[src/rtl/pc_ctrl_pkg.sv]
`default_nettype none
// ============================================================================
// pc_ctrl_pkg : action priority encoding and reset-vector default for pc_ctrl
// Revision    : 1.0
// ============================================================================
package pc_ctrl_pkg;

    // Every bit of the default reset vector takes this value, so the default is all ones at any width
    localparam logic DEFAULT_RESET_BIT = 1'b1;

    typedef enum logic [2:0] {
        ACT_HOLD   = 3'd0,
        ACT_ENABLE = 3'd1,
        ACT_BRANCH = 3'd2,
        ACT_RET    = 3'd3,
        ACT_CALL   = 3'd4,
        ACT_LOAD   = 3'd5
    } action_e;

    // Priority order: load > call > ret > branch > enable
    function automatic action_e pick_action(
        input logic load,
        input logic call,
        input logic ret,
        input logic branch,
        input logic enable
    );
        action_e act;
        if (load)        act = ACT_LOAD;
        else if (call)   act = ACT_CALL;
        else if (ret)    act = ACT_RET;
        else if (branch) act = ACT_BRANCH;
        else if (enable) act = ACT_ENABLE;
        else             act = ACT_HOLD;
        return act;
    endfunction

endpackage
`default_nettype wire

[src/rtl/pc_ret_stack.sv]
`default_nettype none
// ============================================================================
// pc_ret_stack : LIFO of return addresses, unreset storage, reset level
// Revision     : 1.0
// ============================================================================
module pc_ret_stack #(
    parameter  int WIDTH = 8,
    parameter  int DEPTH = 4,
    localparam int LVL_W = $clog2(DEPTH + 1)
) (
    input  logic             clk,
    input  logic             reset,
    input  logic             push,
    input  logic             pop,
    input  logic [WIDTH-1:0] push_data,
    output logic [WIDTH-1:0] top_data,
    output logic [LVL_W-1:0] level,
    output logic             full,
    output logic             empty
);

    // Slot count is rounded up to a power of two so the index width matches exactly
    localparam int IDX_W = (DEPTH > 1) ? $clog2(DEPTH) : 1;
    localparam int SLOTS = 1 << IDX_W;

    logic [WIDTH-1:0] mem [SLOTS];
    logic [LVL_W-1:0] r_level;
    logic [IDX_W-1:0] w_wr_idx;
    logic [IDX_W-1:0] w_top_idx;
    logic             w_push;
    logic             w_pop;

    assign full      = (r_level == LVL_W'(DEPTH));
    assign empty     = (r_level == '0);
    assign level     = r_level;
    assign w_push    = push & ~full;
    assign w_pop     = pop & ~empty & ~push;
    assign w_wr_idx  = IDX_W'(r_level);
    assign w_top_idx = IDX_W'(r_level - LVL_W'(1));
    assign top_data  = empty ? '0 : mem[w_top_idx];

    always_ff @(posedge clk) begin
        if (w_push) begin
            mem[w_wr_idx] <= push_data;
        end
    end

    always_ff @(posedge clk or negedge reset) begin
        if (!reset) begin
            r_level <= '0;
        end else if (w_push) begin
            r_level <= r_level + LVL_W'(1);
        end else if (w_pop) begin
            r_level <= r_level - LVL_W'(1);
        end
    end

endmodule
`default_nettype wire

[src/rtl/pc_ctrl.sv]
`default_nettype none
// ============================================================================
// pc_ctrl  : program counter with jump/branch and optional return stack
//            (return stack built only when PC_CTRL_STACK_EN is defined)
// Revision : 1.0
// ============================================================================
module pc_ctrl
    import pc_ctrl_pkg::*;
#(
    parameter  int               WIDTH     = 8,
    parameter  int               DEPTH     = 4,
    parameter  logic [WIDTH-1:0] RESET_VEC = {WIDTH{DEFAULT_RESET_BIT}},
    localparam int               SP_W      = $clog2(DEPTH + 1)
) (
    input  logic             clk,
    input  logic             reset,
    input  logic             enable,
    input  logic             load,
    input  logic             branch,
    input  logic             call,
    input  logic             ret,
    input  logic             clr_err,
    input  logic [WIDTH-1:0] nxt_adr,
    input  logic [WIDTH-1:0] offset,
    output logic [WIDTH-1:0] crnt_adr,
    output logic [SP_W-1:0]  sp_level,
    output logic             overflow,
    output logic             underflow
);

    action_e          w_action;
    logic             w_push;
    logic             w_pop;
    logic [WIDTH-1:0] w_top;
    logic [WIDTH-1:0] r_pc;

    assign crnt_adr = r_pc;

`ifdef PC_CTRL_STACK_EN
    logic w_full;
    logic w_empty;
    logic r_overflow;
    logic r_underflow;

    assign w_action = pick_action(load, call, ret, branch, enable);
    assign w_push   = (w_action == ACT_CALL) && !w_full;
    assign w_pop    = (w_action == ACT_RET) && !w_empty;

    pc_ret_stack #(
        .WIDTH (WIDTH),
        .DEPTH (DEPTH)
    ) u_ret_stack (
        .clk       (clk),
        .reset     (reset),
        .push      (w_push),
        .pop       (w_pop),
        .push_data (r_pc + WIDTH'(1)),
        .top_data  (w_top),
        .level     (sp_level),
        .full      (w_full),
        .empty     (w_empty)
    );

    // Later assignments override the clear, so a coincident error event keeps its flag set
    always_ff @(posedge clk or negedge reset) begin
        if (!reset) begin
            r_overflow  <= 1'b0;
            r_underflow <= 1'b0;
        end else begin
            if (clr_err) begin
                r_overflow  <= 1'b0;
                r_underflow <= 1'b0;
            end
            if ((w_action == ACT_CALL) && w_full) begin
                r_overflow <= 1'b1;
            end
            if ((w_action == ACT_RET) && w_empty) begin
                r_underflow <= 1'b1;
            end
        end
    end

    assign overflow  = r_overflow;
    assign underflow = r_underflow;
`else
    logic unused_inputs;

    // Without a stack, call degrades to load and ret drops out of the priority chain
    assign w_action      = pick_action(load | call, 1'b0, 1'b0, branch, enable);
    assign w_push        = 1'b0;
    assign w_pop         = 1'b0;
    assign w_top         = '0;
    assign sp_level      = '0;
    assign overflow      = 1'b0;
    assign underflow     = 1'b0;
    assign unused_inputs = &{1'b0, ret, clr_err};
`endif

    always_ff @(posedge clk or negedge reset) begin
        if (!reset) begin
            r_pc <= RESET_VEC;
        end else begin
            case (w_action)
                ACT_LOAD:   r_pc <= nxt_adr;
                ACT_CALL:   if (w_push) r_pc <= nxt_adr;
                ACT_RET:    if (w_pop) r_pc <= w_top;
                ACT_BRANCH: r_pc <= r_pc + offset;
                ACT_ENABLE: r_pc <= r_pc + WIDTH'(1);
                default:    r_pc <= r_pc;
            endcase
        end
    end

endmodule
`default_nettype wire

[config.mk]
export PLATFORM = sky130hd
export DESIGN_NAME = pc_ctrl
export DESIGN_NICKNAME = d
export VERILOG_FILES = /design/src/rtl/pc_ctrl_pkg.sv /design/src/rtl/pc_ret_stack.sv /design/src/rtl/pc_ctrl.sv
export SDC_FILE = /design/constraint.sdc
export NUM_CORES = 1
export LEC_CHECK = 0
export CORE_MARGIN = 4
export CORE_UTILIZATION = 41
export DETAILED_ROUTE_END_ITERATION = 8
export GPL_ROUTABILITY_DRIVEN = 0
export GPL_TIMING_DRIVEN = 0
export PLACE_DENSITY = 0.89
export SETUP_SLACK_MARGIN = 0.3
export SYNTH_ARGS = -nofsm -noshare
export SYNTH_HDL_FRONTEND = slang
export SYNTH_SLANG_ARGS = --single-unit
export TNS_END_PERCENT = 30
[constraint.sdc]
create_clock -name clk -period 2.4 [get_ports clk]
set_clock_uncertainty 0.05 [all_clocks]
set_input_delay 0.36 -clock clk [delete_from_list [all_inputs] [get_ports clk]]
set_output_delay 0.36 -clock clk [all_outputs]
set_load 0.1 [all_outputs]
==> summary.md <==
| Metric | Value |
|---|---|
| Top cells by area, synth | dfstp_2 26%, ha_1 11%, a21oi_1 5.5% |
| Crit Path Category | in2reg |
| Clk Latency, worst-skew pair | 0.26 ns |
| Peak VDD IR | 0.331 mV |
| CTS Sinks | 8 |
| Starting Density | 45.3% |
| Final WL | 2400 um |
| Max FFs per register | 8 |
| Die X | 52.6 um |
| Iteration-0 DRC Markers | 23 |
| Worst Path Arrival | 2.49 ns |
| Synth Area in XOR/XNOR | between 1 and 1.5% |
| Die footprint | 2770 um^2 |
| Post-Syn Instances | about 100 |
| Commonest cells after routing, fill and taps aside | 18 x clkdlybuf4s50_1, 11 x buf_4, 10 x nand2_1, 10 x nor2_1, 8 x dfstp_2 |
| Crit path max fanout | 7 |
| Avg Inst Size Synth | 7.92 um^2 |
| Core Area | 1800 um^2 |
| Post-route cell area | 1320 um^2 |
| Final nets | about 180 |
| WHS | 0.462 ns |
| Fin util | 73.5% |
| Grt total ovfl | 0 |
| Initial antenna violation count | 0 |
| DP Worst Slack | -0.594 ns |
| RSZ-0062 raised after global routing | true |
| Adder-cell share of the synthesized area | 13.2% |
| Post-layout min period | 2.35 ns |
| Post-layout total power | 0.709 mW |
| IO Port Bufs | 29 |
| Final hold viol count | 0 |
| First drt pass iteration count | 5 |
| CTS tree | yes |
| Total number of vias | 933 |
| Vias per cell | 5.49 |
| GRT met3 Usage | 3.13% |
| Slew @ Worst Pin | between 0.9 and 1 ns |
| Filler cells | 139 |
| IO Count | 37 |
| Ys Warns | 0 |
| Count of cell types in the netlist | 37 |
| Gr busiest metal | met2 |
| Layout area overhead | 62.3% |
| Synth Area in Compound Gates | 24.8% |
| Maxcap violations | 0 |
| M1 GR Usage | 21.6% |
| Dpl cells | approximately 160 |
| Reg clk slew, reported paths | 0.06 ns |
| Placed Area | 1200 um^2 |
| Pins Over Slew Limit | 0 |
| Critical Path Sink Type | register |
| Post-synth top area share | 25.8% |
| Antenna cells | 0 |
| Wirelength per Cell | 14.1 um |
| # hold bufs at CTS | 0 |
| Post-Synth Simple-Gate Area | 26.7% |
| Final antenna-violating net count | 0 |
| Pwr/cell area | about 540 nW/um^2 |
| Commonest non-fill, non-tap cell in the layout | clkdlybuf4s50_1 |
| Total track usage | a little under a fifth |
| Layout cells sized above 1 | between 20% and 30% |
| Row Count | 15 |
| Cell Area, Synth | just over 800 um^2 |
| Final Worst Setup Slack | 0.0516 ns |
| F_max | 426 MHz |
| DRC violations left | 0 |
| Setup TNS | 0 ns |
| Outcome | finished clean |
| Post-synthesis mux area share | 0% |
| Tightest Hold Check Type | reg2reg |
| Crit start category | input pin |
| Tcrit/Tclk final | about 100% |
| Worst EP required | 2.54 ns |
| Max_slew headroom | 35.5% |
| LEAKAGE | 0.568 nW |
| Num CTS Buffers | 3 |
| First-pass GRT wire length | 3730 um |
| Final setup viols | 0 |
| Synth area leader | dfstp_2 |
| Vias in the first global route | between 800 and 900 |
| Met2 usage | between 30% and 40% |
| HPWL after DPL | 1770 um |
| Largest family of logic cells by synthesized area | simple AND/OR/NAND/NOR gates |
| Seq/Total Area, Yosys | 25.8% |
| CTS Root Cell | clkbuf_4 |
| H-Tree Depth | 1 |
| Final std cells w/o fill | 170 |
| FF+latch count, synth | 8 |
| CTS max path bufs | 2 |
| Largest net degree at the start of global routing | 11 |
| Die extent in y | 52.6 um |
## repair_timing
action | CTS | global route
setup buffers | 4 | 2
endpoints found under the setup margin | 15 | 15
pin swaps | 10 | 6
hold endpoints to repair | 0 | 0
resized for setup | 30 | 6
## layer usage
layer	share of wire [%]	vias to the layer above	wire, um
met3	7.7	9	184
met2	52	47	1250
met1	38	432	913
li1	-	445	-
met5	0	-	0
met4	2.1	0	50
## kinds of logic (layout without fill, tap and decap cells)
| family | Yosys count | after routing |
|---|---|---|
| simple gates | 43 | 43 |
| compound gates | 30 | 30 |
| buf+inv | 12 | 50 |
| fa+ha+maj | 8 | 8 |
| flops | 8 | 8 |
| other cells | 1 | 5 |
| xor+xnor | 1 | 1 |
## cell type report
cell class / instances / area, um^2 / share of cell area [%]
clock buffers: 3 / 22.5 / 1.70
flip-flops and latches: 8 / 210 / 15.9
repair buffers: 35 / 330 / 25.0
inverters: 3 / 11.3 / 0.851
plain buffers: 9 / 60.1 / 4.54
multi-input cells: 87 / 658 / 49.7
well taps: 25 / 31.3 / 2.36
## critical path, stage by stage
cell and delay (ns):
buf_6 0.09, or4b_4 0.52, buf_6 0.15, buf_4 0.13
and2_1 0.15, ha_1 0.34, nand2_2 0.10, a211oi_4 0.24
nor2_1 0.09, a211oi_1 0.22, nand2_1 0.08
## Yosys cell counts
cell and count:
o211ai_1 1, a2111o_1 1, o31ai_1 1, o21ai_0 5, o311ai_1 1, nor2b_1 2, a21oi_1 9, a211oi_1 2
inv_1 3, nand4b_1 1, or4_1 1, fa_1 1, nor2_1 10, a22oi_1 2, o21a_1 2, a31oi_1 2
or2_1 2, a41oi_1 1, nand3_1 2, o31a_1 1, and2_1 5, and3_1 2, a21o_1 1, conb_1 1
or3_1 1, a2bb2oi_2 1, ha_1 7, nand4_1 1, nand2b_1 1, or4b_1 1, nor3_1 3, nand2_1 11
buf_2 1, dfstp_2 8, clkbuf_1 3, buf_4 5, xnor2_1 1
## worst paths after layout
path | depth (start not counted) | to | startpoint | slack, ns
max in group asynchronous | 1 | crnt_adr[5] | reset | 1.63
max | 11 | crnt_adr[7] | load | 0.05
min | 2 | crnt_adr[0] | crnt_adr[0] | 0.46
max reg2reg | 8 | crnt_adr[6] | crnt_adr[0] | 0.50
min in group asynchronous | 1 | crnt_adr[3] | reset | 0.64
min reg2reg | 2 | crnt_adr[0] | crnt_adr[0] | 0.46
## power breakdown
| group | switching [mW] | total (mW) | internal, mW |
|---|---|---|---|
| clock network | 0.0529 | 0.111 | 0.0577 |
| logic | 0.271 | 0.419 | 0.148 |
| registers | 0.0170 | 0.179 | 0.162 |
Note: power is estimated with default switching activity, not from simulation.
